$ cat src/rtl/layer_seq_pkg.sv
// Shared definitions for the CNN layer sequencer: state encoding, phase/action codes
// and stream source indices.
package layer_seq_pkg;

    // Phase states reuse their phase code so reg3 snapshots read directly as phase numbers.
    typedef enum logic [7:0] {
        ST_IDLE   = 8'h00,
        ST_BIAS   = 8'h02,
        ST_ACT    = 8'h03,
        ST_FEAT   = 8'h04,
        ST_WEIGHT = 8'h05,
        ST_CONV   = 8'h06,
        ST_RX     = 8'h07,
        ST_DONE   = 8'h08,
        ST_ERR    = 8'h0F
    } state_e;

    localparam logic [3:0] PH_BIAS   = 4'd2;
    localparam logic [3:0] PH_ACT    = 4'd3;
    localparam logic [3:0] PH_WEIGHT = 4'd5;
    localparam logic [3:0] PH_FEAT   = 4'd4;

    localparam logic [3:0] ACT_TX    = 4'd1;
    localparam logic [3:0] ACT_CONV  = 4'd4;
    localparam logic [3:0] ACT_RX    = 4'd2;
    localparam logic [3:0] ACT_NONE  = 4'd0;

    localparam int NUM_SRC    = 4;
    localparam int SRC_BIAS   = 0;
    localparam int SRC_ACT    = 1;
    localparam int SRC_WEIGHT = 2;
    localparam int SRC_FEAT   = 3;

    function automatic state_e first_phase(input logic skip_bias, input logic skip_act);
        if (!skip_bias)
            return ST_BIAS;
        else if (!skip_act)
            return ST_ACT;
        else
            return ST_WEIGHT;
    endfunction

    function automatic logic [31:0] phase_cmd(input logic [3:0] ph);
        return {24'h0, ph, ACT_TX};
    endfunction

endpackage

$ cat src/rtl/layer_seq_axis_mux.sv
// 4:1 AXI-Stream source mux onto MM2S plus per-source ready demux; purely combinational.
module layer_seq_axis_mux
    import layer_seq_pkg::*;
#(
    parameter int DATA_W = 64
) (
    input  logic [NUM_SRC-1:0]        src_en,
    input  logic [NUM_SRC*DATA_W-1:0] src_data,
    input  logic [NUM_SRC-1:0]        src_valid,
    input  logic [NUM_SRC-1:0]        src_last,
    output logic [NUM_SRC-1:0]        src_ready,
    output logic [DATA_W-1:0]         m_axis_tdata,
    output logic                      m_axis_tvalid,
    output logic                      m_axis_tlast,
    input  logic                      m_axis_tready
);

    // Valid/ready: a beat moves on any cycle with tvalid && tready; valid must not wait
    // on ready, and data/last must hold while valid is high and ready is low.
    always_comb begin
        m_axis_tdata  = '0;
        m_axis_tvalid = 1'b0;
        m_axis_tlast  = 1'b0;
        for (int k = 0; k < NUM_SRC; k++) begin
            if (src_en[k]) begin
                m_axis_tdata  = src_data[k*DATA_W +: DATA_W];
                m_axis_tvalid = src_valid[k];
                m_axis_tlast  = src_last[k];
            end
        end
    end

    assign src_ready = src_en & {NUM_SRC{m_axis_tready}};

endmodule

$ cat src/rtl/layer_seq_ctrl.sv
// Layer sequencer: bias -> act LUT -> weight -> N x (feature, conv) -> read-back.
// Optional watchdog enabled by defining LAYER_SEQ_WDOG_EN.
module layer_seq_ctrl
    import layer_seq_pkg::*;
#(
    parameter int DATA_W  = 64,
    parameter int BATCH_W = 16,
    parameter int WDOG_W  = 24
) (
    input  logic                  sclk,
    input  logic                  s_rst_n,
    input  logic                  cfg_start,
    input  logic                  cfg_abort,
    input  logic                  cfg_skip_bias,
    input  logic                  cfg_skip_act,
    input  logic [BATCH_W-1:0]    cfg_batch_num,
    input  logic [15:0]           cfg_tx_len,
    input  logic [15:0]           cfg_conv_len,
    input  logic [15:0]           cfg_feat_cmd,
    input  logic [31:0]           cfg_shape,
    input  logic [WDOG_W-1:0]     cfg_wdog_limit,
    input  logic                  task_finish,
    input  logic [4*DATA_W-1:0]   src_data,
    input  logic [3:0]            src_valid,
    input  logic [3:0]            src_last,
    output logic [3:0]            src_ready,
    output logic [3:0]            src_en,
    output logic [DATA_W-1:0]     m_axis_tdata,
    output logic [DATA_W/8-1:0]   m_axis_tkeep,
    output logic                  m_axis_tvalid,
    output logic                  m_axis_tlast,
    input  logic                  m_axis_tready,
    output logic [31:0]           reg0,
    output logic [31:0]           reg1,
    output logic [31:0]           reg2,
    output logic [31:0]           reg3,
    output logic [BATCH_W-1:0]    batch_cnt,
    output logic                  busy,
    output logic                  done,
    output logic                  err,
    output logic [7:0]            state_dbg
);

    state_e               state_q, state_d;
    logic                 start_ok;
    logic                 wdog_hit;
    logic [BATCH_W-1:0]   n_eff;
    logic                 last_batch;
    logic [BATCH_W-1:0]   batch_next;
    logic [31:0]          feat_word;

    assign n_eff      = (cfg_batch_num == '0) ? BATCH_W'(1) : cfg_batch_num;
    assign last_batch = (batch_cnt == n_eff - BATCH_W'(1));
    assign start_ok   = cfg_start && ((state_q == ST_IDLE) || (state_q == ST_DONE));

    // Batch index that the FEAT phase being entered will run with.
    assign batch_next = (state_q == ST_CONV) ? batch_cnt + BATCH_W'(1) : '0;
    assign feat_word  = {cfg_feat_cmd, 3'b010,
                         (batch_next == n_eff - BATCH_W'(2)),
                         (batch_next != '0),
                         3'b000, PH_FEAT, ACT_TX};

    assign busy         = (state_q != ST_IDLE) && (state_q != ST_DONE) && (state_q != ST_ERR);
    assign m_axis_tkeep = '1;
    assign state_dbg    = state_q;

    always_comb begin
        state_d = state_q;
        src_en  = 4'b0000;
        case (state_q)
            ST_IDLE, ST_DONE: if (cfg_start) state_d = first_phase(cfg_skip_bias, cfg_skip_act);
            ST_BIAS: begin
                src_en[SRC_BIAS] = 1'b1;
                if (task_finish) state_d = cfg_skip_act ? ST_WEIGHT : ST_ACT;
            end
            ST_ACT: begin
                src_en[SRC_ACT] = 1'b1;
                if (task_finish) state_d = ST_WEIGHT;
            end
            ST_WEIGHT: begin
                src_en[SRC_WEIGHT] = 1'b1;
                if (task_finish) state_d = ST_FEAT;
            end
            ST_FEAT: begin
                src_en[SRC_FEAT] = 1'b1;
                if (task_finish) state_d = ST_CONV;
            end
            ST_CONV: if (task_finish) state_d = last_batch ? ST_RX : ST_FEAT;
            ST_RX:   if (task_finish) state_d = ST_DONE;
            ST_ERR:  state_d = ST_ERR;
            default: state_d = ST_IDLE;
        endcase
        if (wdog_hit)  state_d = ST_ERR;
        if (cfg_abort) state_d = ST_IDLE;
    end

    // Command registers load on phase entry; the low nibble is a one-cycle action pulse.
    always_ff @(posedge sclk or negedge s_rst_n) begin
        if (!s_rst_n) begin
            state_q   <= ST_IDLE;
            reg0      <= '0;
            reg1      <= '0;
            reg2      <= '0;
            batch_cnt <= '0;
            done      <= 1'b0;
        end else begin
            state_q <= state_d;
            done    <= (state_d == ST_DONE) && (state_q != ST_DONE);
            if (cfg_abort) begin
                reg0      <= '0;
                batch_cnt <= '0;
            end else if (state_d != state_q) begin
                if (start_ok) begin
                    reg1      <= {cfg_tx_len, 16'h0};
                    reg2      <= cfg_shape;
                    batch_cnt <= '0;
                end
                case (state_d)
                    ST_BIAS:   reg0 <= phase_cmd(PH_BIAS);
                    ST_ACT:    reg0 <= phase_cmd(PH_ACT);
                    ST_WEIGHT: reg0 <= phase_cmd(PH_WEIGHT);
                    ST_FEAT: begin
                        reg0      <= feat_word;
                        batch_cnt <= batch_next;
                    end
                    ST_CONV: begin
                        reg0[3:0] <= ACT_CONV;
                        reg1      <= {cfg_conv_len, 16'(batch_cnt)};
                    end
                    ST_RX: begin
                        reg0[3:0] <= ACT_RX;
                        batch_cnt <= '0;
                    end
                    ST_DONE:   reg0[3:0] <= ACT_NONE;
                    default:   reg0[3:0] <= ACT_NONE;
                endcase
            end else begin
                reg0[3:0] <= ACT_NONE;
            end
        end
    end

`ifdef LAYER_SEQ_WDOG_EN
    logic [WDOG_W-1:0] wdog_cnt;

    assign wdog_hit = busy && !task_finish && (cfg_wdog_limit != '0) &&
                      (wdog_cnt == cfg_wdog_limit - WDOG_W'(1));

    always_ff @(posedge sclk or negedge s_rst_n) begin
        if (!s_rst_n) begin
            wdog_cnt <= '0;
            err      <= 1'b0;
            reg3     <= '0;
        end else begin
            if ((state_d != state_q) || task_finish)
                wdog_cnt <= '0;
            else if (busy)
                wdog_cnt <= wdog_cnt + WDOG_W'(1);
            // err stays set through abort; the next accepted start clears it.
            if (!cfg_abort && start_ok)
                err <= 1'b0;
            if (!cfg_abort && (state_d == ST_ERR) && (state_q != ST_ERR)) begin
                err  <= 1'b1;
                reg3 <= {8'h0, state_q, 16'(batch_cnt)};
            end
        end
    end
`else
    logic unused_wdog;
    assign unused_wdog = ^cfg_wdog_limit;
    assign wdog_hit    = 1'b0;
    assign err         = 1'b0;
    assign reg3        = '0;
`endif

    layer_seq_axis_mux #(.DATA_W(DATA_W)) u_axis_mux (
        .src_en        (src_en),
        .src_data      (src_data),
        .src_valid     (src_valid),
        .src_last      (src_last),
        .src_ready     (src_ready),
        .m_axis_tdata  (m_axis_tdata),
        .m_axis_tvalid (m_axis_tvalid),
        .m_axis_tlast  (m_axis_tlast),
        .m_axis_tready (m_axis_tready)
    );

endmodule

$ cat config.mk
export PLATFORM = sky130hd
export DESIGN_NAME = layer_seq_ctrl
export DESIGN_NICKNAME = d
export VERILOG_FILES = /design/src/rtl/layer_seq_pkg.sv /design/src/rtl/layer_seq_axis_mux.sv /design/src/rtl/layer_seq_ctrl.sv
export SDC_FILE = /design/constraint.sdc
export NUM_CORES = 1
export LEC_CHECK = 0
export ABC_CLOCK_PERIOD_IN_PS = 4300
export CAP_MARGIN = 20
export CORE_AREA = 3 3 242 244
export DETAILED_ROUTE_END_ITERATION = 6
export DIE_AREA = 0 0 245 247
export PLACE_DENSITY = 0.5
export SYNTH_ARGS = -nofsm -noshare
export SYNTH_HDL_FRONTEND = slang
export SYNTH_SLANG_ARGS = --single-unit
export TNS_END_PERCENT = 5
$ cat constraint.sdc
create_clock -name sclk -period 4.3 [get_ports sclk]
set_clock_uncertainty 0.1 [all_clocks]
set_input_delay 0.645 -clock sclk [delete_from_list [all_inputs] [get_ports sclk]]
set_output_delay 0.645 -clock sclk [all_outputs]
set_load 0.1 [all_outputs]
==> qor.csv <==
metric;value;unit
post_drt_wl_per_cell;21.4;um
clock_sinks;114;
seq_area_frac_synth;33.1;%
grt_pass1_wl;68300;um
async_reset_ff_share;100;%
setup_tns;0;ps
final.min_clock_period;4190;ps
vias;10192;
area_growth;103;%
yosysWarnings;0;
initial_utilization;15.3;%
firstDrtPassIters;6;
swShare;40.2;%
worst_pin_slew;1070;ps
crit_slowest_cell;clkdlybuf4s50_1;
place_area;16600;um^2
p_seq_share;28.5;%
setup_violations;0;
core-area;56500;um^2
vias_per_cell;4.32;
clk_pin_slew;60;ps
ios;629;
hold_violations;0;
syn_area_per_cell;8.66;um^2
holdWs;245;ps
routabilityCongestion;0.827;
power_switching;0.00172;W
fp-row-count;87;
htreeDepth;4;
path_buf_inv;7;
clk_latency;440;ps
yosys_register_bits;114;
layout_commonest_cell;clkdlybuf4s50_1;
start_kind;primary input;
drv_slew;0;
synth_edf_count;0;
worstSetupPathDepth;19;
port_buffers;556;
power_frac_comb;38.4;%
fin_area;17500;um^2
grt_overflow;0;
die_w;245;um
grtUsageTotal;15.2;%
relSlewSlack;28.3;%
p_leak;6.52;nW
irDropWorstVdd;0.306;mV
fin_ws;108;ps
cts_buffers;17;
dpl_worst_slack;-539;ps
antenna_found_initial;9;
cts_hold_buf;0;
hold_class;in2async;
grt_pass1_vias;9991;
worstPathMaxFanout;7;
drive_above_1_share;23.4;%
critPathCaptureType;flop;
max_stage_delay;440;ps
nNetsFinal;1981;
synth.distinct_cells;82;
synthCells;995;
die_h;247;um
synth.cell_area;8620;um^2
die-area;60500;um^2
clk_path_buf_depth;2;
route.detailed.drc;0;
critPathKind;in2reg;
post-route-period-util;97.5;%
post-dp-hpwl;39300;um
synthFlopType;dfrtp_1;
post-route-util;30.9;%
crit_required;4510;ps
fmax;0.239;GHz
ff2ff_path_depth;13;
pwr_density_cell;245;nW/um^2
layout_common_cells;471 x clkdlybuf4s50_1, 115 x nand2_1, 114 x dfrtp_1, 100 x nor2_1, 87 x buf_12;
drt-initial-drc-count;624;
drv_cap;0;
drt_wl_total;50500;um
ant_nets;0;
p_int;0.00255;W
crit_top_cell;buf_12;
pwr-share-clk;33.1;%
cp_top_family;buffers and inverters;
cts-root-buf;clkbuf_16;
cp.arrival;4410;ps
path_cells;clkdlybuf4s50_1, nor4_2, a41o_2, inv_2, ha_2, nor3b_4, buf_4, a221o_1, nor2_2, a21oi_2, a211oi_4, buf_6, a31o_2, and3_4, buf_12, a21oi_4, buf_12, clkbuf_16, mux2_2;
cts_tree;yes;
outcome;finished clean;
grt_max_degree;69;
[synthesized netlist by cell type (all sizes together), types with 14 or more instances]
master  number  share of area [%]
nor3        21                1.3
mux2i       20                2.3
nor4        18                2.0
clkbuf      62                2.7
xor2        17                1.7
xnor2       38                3.9
a21oi       29                1.8
nand3       15               0.87
a222oi      14                1.6
dfrtp      114                 33
nor2       101                4.4
nand2      115                5.0
mux2        65                8.5
o21ai       15               0.87
a31oi       62                4.5
a22oi       53                4.6
buf         69                5.6
a22o        23                2.3
[logic make-up after synthesis]
family,count (synthesis),share of synthesized area (%)
fa+ha+maj,3,0.436
mux,85,10.8
other cells,2,0.0871
simple gates,342,19.6
buf+inv,144,8.83
compound gates,250,21.5
flops,114,33.1
xor+xnor,55,5.59
[worst register-to-register path, cell delays in order, from the launching register on]
cell,delay [ps]
dfrtp_1,400
or4_1,610
or4_1,630
o221a_2,340
nor4_1,290
o31ai_1,160
a31oi_2,240
buf_4,170
a21oi_4,50
buf_12,140
a21oi_4,130
buf_12,140
clkbuf_16,150
mux2_2,320
[stage by stage]
stage,total power (W),std cells
global route,0.00443,2356
CTS,0.00431,2342
floorplan,0.00225,1045
finish,0.00427,2360
detailed placement,0.00286,2310
global placement,0.00286,2310
[final cells by class]
type | instances | area [um^2]
repair buffers | 651 | 7260
clock buffers | 19 | 453
clock inverters | 13 | 125
multi-input cells | 789 | 5760
diodes | 5 | 12.5
well taps | 756 | 946
flip-flops and latches | 114 | 2850
inverters | 13 | 48.8
fillers | 5873 | 39000
[flip-flops by register name (all words and copies together), names as in the netlist]
signal,flops
done,1
reg0,25
state_dbg,8
reg2,32
reg1,32
batch_cnt,16
[power by group through the flow]
| stage | logic [W] | registers (W) | clock network, W |
|---|---|---|---|
| CTS | 0.00164 | 0.00122 | 0.00145 |
| floorplan | 0.000379 | 0.00187 | 0 |
| detailed placement | 0.00163 | 0.00123 | 0 |
| global placement | 0.00163 | 0.00123 | 0 |
| finish | 0.00164 | 0.00122 | 0.00141 |
| global route | 0.00170 | 0.00123 | 0.00150 |
[worst paths after layout]
check,from,endpoint,slack (ps)
setup / recovery,cfg_batch_num[12],reg1[19],110
hold / removal,s_rst_n,reg0[18],240
setup reg to reg,state_dbg[6],reg1[19],300
hold reg to reg,reg1[27],reg1[27],400
max in group asynchronous,s_rst_n,reg1[19],3010
min in group sclk,reg1[27],reg1[27],400
[layer usage]
layer	vias up	track usage, %	routed length (um)
met2	529	25.4	24600
li1	4752	-	-
met1	4861	19.0	21200
met3	46	4.88	3940
met5	-	0	27
met4	4	3.59	760
[what timing repair did]
action / 4_1_cts / 5_1_grt
endpoints found under the setup margin: 49 / 103
gates cloned: 0 / 7
setup buffers: 0 / 6
pin swaps: 0 / 9
gates resized for setup: 2 / 19
No activity file was read; power rests on OpenSTA's default activity.
